### src/rtl/universal_shift_register.sv
// universal_shift_register
//   WIDTH-bit register bank with per-cycle mode select: hold, shift right,
//   shift left or parallel load. It provides true and complement outputs and
//   serial in/out at both ends. It counts shifts since the last load or reset,
//   and word_done pulses for one cycle after every WIDTH-th shift.
//
// Ports
//   clk       rising-edge clock
//   rst       synchronous reset, active-high (priority over en and mode)
//   en        clock enable; 0 holds q and shift_cnt
//   mode      00 hold, 01 shift right, 10 shift left, 11 parallel load
//   d         parallel load data (mode 11 only)
//   sin_r     serial input entering the MSB on shift right
//   sin_l     serial input entering the LSB on shift left
//   q         register contents
//   ql        bitwise complement of q
//   sout_r    q[0], the bit leaving on shift right
//   sout_l    q[WIDTH-1], the bit leaving on shift left
//   shift_cnt shifts since last load/reset, modulo WIDTH
//   word_done one-cycle pulse after a full word has been shifted
module universal_shift_register #(
  parameter int                 WIDTH       = 8,
  parameter logic [WIDTH-1:0]   RESET_VALUE = {WIDTH{1'b0}},
  parameter int                 CNT_W       = $clog2(WIDTH)
) (
  input  logic             clk,
  input  logic             rst,
  input  logic             en,
  input  logic [1:0]       mode,
  input  logic [WIDTH-1:0] d,
  input  logic             sin_r,
  input  logic             sin_l,
  output logic [WIDTH-1:0] q,
  output logic [WIDTH-1:0] ql,
  output logic             sout_r,
  output logic             sout_l,
  output logic [CNT_W-1:0] shift_cnt,
  output logic             word_done
);

  localparam logic [1:0] MODE_HOLD  = 2'b00;
  localparam logic [1:0] MODE_RIGHT = 2'b01;
  localparam logic [1:0] MODE_LEFT  = 2'b10;
  localparam logic [1:0] MODE_LOAD  = 2'b11;

  localparam logic [CNT_W-1:0] CNT_LAST = CNT_W'(WIDTH - 1);
  localparam logic [CNT_W-1:0] CNT_ONE  = CNT_W'(1);

  logic [WIDTH-1:0] data_q, data_d;
  logic [CNT_W-1:0] cnt_q, cnt_d;
  logic             done_q, done_d;
  logic             shifting;

  always_comb begin
    data_d   = data_q;
    cnt_d    = cnt_q;
    done_d   = 1'b0;
    shifting = 1'b0;
    if (en) begin
      case (mode)
        MODE_RIGHT: begin
          data_d   = {sin_r, data_q[WIDTH-1:1]};
          shifting = 1'b1;
        end
        MODE_LEFT: begin
          data_d   = {data_q[WIDTH-2:0], sin_l};
          shifting = 1'b1;
        end
        MODE_LOAD: begin
          data_d = d;
          cnt_d  = '0;
        end
        MODE_HOLD: begin
          data_d = data_q;
        end
        default: begin
          data_d = data_q;
        end
      endcase
      // Both shift directions share the counter; the wrap at WIDTH-1 keeps
      // the count modulo WIDTH even when WIDTH is not a power of two.
      if (shifting) begin
        if (cnt_q == CNT_LAST) begin
          cnt_d  = '0;
          done_d = 1'b1;
        end else begin
          cnt_d = cnt_q + CNT_ONE;
        end
      end
    end
  end

  always_ff @(posedge clk) begin
    if (rst) begin
      data_q <= RESET_VALUE;
      cnt_q  <= '0;
      done_q <= 1'b0;
    end else begin
      data_q <= data_d;
      cnt_q  <= cnt_d;
      done_q <= done_d;
    end
  end

  assign q         = data_q;
  assign ql        = ~data_q;
  assign sout_r    = data_q[0];
  assign sout_l    = data_q[WIDTH-1];
  assign shift_cnt = cnt_q;
  assign word_done = done_q;

endmodule

### config.mk
export PLATFORM = sky130hd
export DESIGN_NAME = universal_shift_register
export DESIGN_NICKNAME = d
export VERILOG_FILES = /design/src/rtl/universal_shift_register.sv
export SDC_FILE = /design/constraint.sdc
export NUM_CORES = 1
export LEC_CHECK = 0
export BUFFER_PORTS_ARGS = -buffer_cell sky130_fd_sc_hd__buf_4
export CELL_PAD_IN_SITES_DETAIL_PLACEMENT = 1
export CELL_PAD_IN_SITES_GLOBAL_PLACEMENT = 2
export CORE_ASPECT_RATIO = 0.75
export CORE_MARGIN = 1.5
export CORE_UTILIZATION = 22
export CTS_CLUSTER_DIAMETER = 30
export DETAILED_ROUTE_END_ITERATION = 8
export GPL_ROUTABILITY_DRIVEN = 1
export PLACE_DENSITY = 0.79
export SYNTH_ARGS = -nofsm -noshare
export SYNTH_HDL_FRONTEND = slang
export SYNTH_SLANG_ARGS = --single-unit
export TNS_END_PERCENT = 1
### constraint.sdc
create_clock -name clk -period 2.06 [get_ports clk]
set_clock_uncertainty 0.2 [all_clocks]
set_input_delay 0.103 -clock clk [delete_from_list [all_inputs] [get_ports clk]]
set_output_delay 0.103 -clock clk [all_outputs]
set_load 0.01 [all_outputs]
[Word-level counts from Yosys, hierarchy flattened]
Cells that the tools add are included.
Word-level totals
  flip-flop bits (word level): 12
  logic and storage cells: 25
Cells by class
  $add $sub $neg: 1
  equal/unequal tests: 4
  multiplexer cells: 7
  bitwise gates (word level): 4
  reduce and logical (&&, ||, !) cells: 6
Operators with widths (number)
  $pmux W8 S3: 1
  $mux W3: 3
  $not A8 Y8: 1
  $eq A2 B2 Y1 const B: 2
  $reduce_and A2 Y1: 2
  $add A3 B1 Y3 const B: 1
  $eq A3 B3 Y1 const B: 1
  $mux W1: 3
  $not A1 Y1: 3
  $reduce_or A3 Y1: 1
  $eq A2 B1 Y1 const B: 1
  $logic_not A2 Y1: 1
  $reduce_bool A2 Y1: 1
  $reduce_or A2 Y1: 1

[Longest topological paths before layout]
  depth in word-level cells: 6
  gate-level depth with buffers: 7

[Worst setup path before layout]
No wires, ideal clock.
  kind: reg-to-reg
  from: register cnt_q[0], in the netlist shift_cnt[0]
  to: register cnt_q[0], in the netlist shift_cnt[0]
  library setup time: 0.067 ns
  arrival time: 1.333 ns
  data required time: 1.793 ns
  setup slack: 0.460 ns
  stages on the path, launching flop included: 5
  clock period less this slack: 1.600 ns
  path through: dfxtp_1 > ha_1 > ha_1 > or4b_4 > a21oi_2
On the way
  longest elaborated chain between the ends: 3
  elaborated cells between the ends (all ways): 4
RTL lines
  start: declaration: line 50  | logic [CNT_W-1:0] cnt_q, cnt_d;
  start signal: assignment: line 100  | cnt_q <= cnt_d;
  $add A3 B1 Y3 or $eq A3 B3 Y1 (tied branches): line 87, 83
  $mux W3 *: line 83  | if (cnt_q == CNT_LAST) begin
  $mux W3 *: line 82  | if (shifting) begin
Every way passes the cells marked *; elsewhere a longest branch is shown, timed or not.
A chain may end at the register's enable or synchronous reset.

[Worst setup path after layout]
  from: input port en
  to: register data_q[3], in the netlist q[3]
On the way
  longest elaborated chain between the ends: 1
RTL lines
  start: declaration: line 28  | input logic en,
  $reduce_and A2 Y1 (no source line)
  end signal: assignment: line 99  | data_q <= data_d;
  end: declaration: line 49  | logic [WIDTH-1:0] data_q, data_d;
Every way passes these cells.

==> impl_metrics.ini <==
[status]
outcome = completed

[layout]
fin_area_um2 = 1031
layout_common_cells = buf_4, dfxtp_1, nand2_1, inv_1
fill_cells = 365
final_common_cell = buf_4
n_antenna_cell = 0
drive_gt1_share_pct = 39.13
fin_nets = 136
final_cells = 153
syn2layout_area_growth_pct = 52.88

[placed_design]
gp_congestion = 0.6647
place_inst = 146
port_buffers = 36
hpwl_um = 1478
place_area_um2 = 945.9

[routing]
drc = 0
firstDrtPassIters = 4
vias = 703
vias_per_cell = 4.595
drt_iter0_drc = 25
wirelength_um = 2015
antenna_left = 0
wl_per_cell_um = 13.17

[critical_path]
r2r-start = shift_cnt[0]
crit_path_max_fanout = 18
cp-start-kind = input port
crit_start = en
path_class = input port to flip-flop
cp.required_ns = 2.01
crit_slowest_cell = dlygate4sd3_1
cp_data_arrival_time_ns = 1.61
cp-end-kind = flip-flop
critical-path-max-stage-delay_ns = 0.53
cp_cell_sequence = dlygate4sd3_1, buf_4, and2b_1, nor2_1, a311oi_1

[floorplan]
rows = 17
io_pins = 37
initial_core_util_pct = 22.98
die_x_um = 66.93
die_h_um = 50.95
die_area_um2 = 3410
core_area_um2 = 2935

[power_and_ir_drop]
p_leak_nw = 0.4619
power_density_nw_per_um2 = 659.2
p_total_w = 0.0006796
vdd.ir_drop.worst_mv = 0.1859

[timing]
drv_slew = 0
fmax_mhz = 602.8
setup_viol = 0
rsz0062_at_grt = false
tightest_slew_ns = 0.5767
final.setup.tns_ns = 0
hold_viol = 0
worst_hold_slack_ns = 0.06034
min_period_over_period_pct = 80.53
period_needed_ns = 1.659
slew_headroom_pct = 61.56

[clocking]
clock-sinks = 12
cts_buffers = 3
post_cts_buffers = 0
cts_tree = built
clock_latency_ns = 0.24
cts_max_level = 1
cts_buffer_depth = 2
path_clk_slew_ns = 0.06
ctsResizeCount = 0
holdBufCountCts = 3
cts-root-buf = clkbuf_8

[logic_synthesis]
synth.cell_area_um2 = 674.4
avgSynthCellArea_um2 = 8.537
yosysSeqAreaShare_pct = 35.62
synth_seq_cells = 12
synth_warnings = 0
synth_fp_nets = 99
synth.distinct_cells = 20
syn_inst = 79

[global_route]
grt_max_degree = 19
grt_pass1_vias = 671
antenna_found_initial = 0
gr-total-overflow = 0
grt_pass1_wl_um = 3125
grt_usage_pct = 12.29

[min_path]
hold_path.startpoint = d[1]
hold_class = input port to flip-flop

[flow_run]
drv_cap = 0
[sequential cells by signal (all words and copies together), names as in the netlist]
signal,count
q,8
shift_cnt,3
word_done,1
[per-layer routing]
metal	GRT usage, %	share of wire (%)	up-vias
met2	19.33	44	22
met4	7.143	1.3	0
met5	0	0	-
met3	2.423	6.3	2
met1	15.56	48	335
li1	-	-	344
[final timing paths]
check,to,slack (ns),depth (start not counted)
hold reg to reg,shift_cnt[1],0.28,2
hold / removal,q[1],0.06,3
setup reg to reg,shift_cnt[0],0.43,4
setup / recovery,q[3],0.40,5
[metrics by stage]
| step | utilization (%) | setup slack, ns |
|---|---|---|
| after floorplan | - | 0.4601 |
| after global placement | 32.23 | 0.4843 |
| after detailed placement | 32.23 | 0.3773 |
| after CTS | 35.12 | 0.3812 |
| after global routing | 35.12 | 0.2151 |
| final | 35.12 | 0.4011 |
[worst max-delay path, delay by kind of cell]
| family | cells | cell delay, ns |
|---|---|---|
| AO/OA/AOI/OAI | 1 | 0.26 |
| buffers and inverters | 2 | 0.66 |
| AND/OR/NAND/NOR | 2 | 0.58 |
[cell type report]
cell class / instances / area, um2 / area share (%)
repair buffers: 39 / 300.3 / 29.13
flip-flops and latches: 12 / 240.2 / 23.30
inverters: 10 / 37.54 / 3.641
multi-input cells: 50 / 350.3 / 33.98
well taps: 38 / 47.55 / 4.612
clock buffers: 4 / 55.05 / 5.340
[Yosys cell counts (all sizes together)]
| library cell | instances | area [um2] |
|---|---|---|
| a22oi | 8 | 60.06 |
| dfxtp | 12 | 240.2 |
| and2b | 1 | 7.510 |
| inv | 10 | 37.54 |
| a311oi | 8 | 70.07 |
| buf | 6 | 42.53 |
| nor2 | 9 | 41.29 |
| or4b | 1 | 13.76 |
| and4b | 1 | 11.26 |
| nand2b | 1 | 13.76 |
| nand3 | 2 | 10.01 |
| a21oi | 3 | 18.77 |
| clkbuf | 1 | 3.750 |
| nand2 | 11 | 41.29 |
| ha | 5 | 62.56 |
[report_power, final]
| group | total [W] | internal [W] | switching [W] |
|---|---|---|---|
| Sequential | 0.000264 | 0.000246 | 0.0000178 |
| Combinational | 0.000153 | 0.0000810 | 0.0000722 |
| Clock | 0.000262 | 0.000169 | 0.0000933 |
[cell families (layout without fill, tap and decap cells)]
kind of cell,Yosys count,in the layout,synth area share (%)
AND/OR/NAND/NOR,26,26,20.59
AO/OA/AOI/OAI,19,19,22.08
buffers and inverters,17,53,12.43
flip-flops,12,12,35.62
adder cells (fa/ha/maj),5,5,9.276
Note: power is estimated with default switching activity, not from simulation.
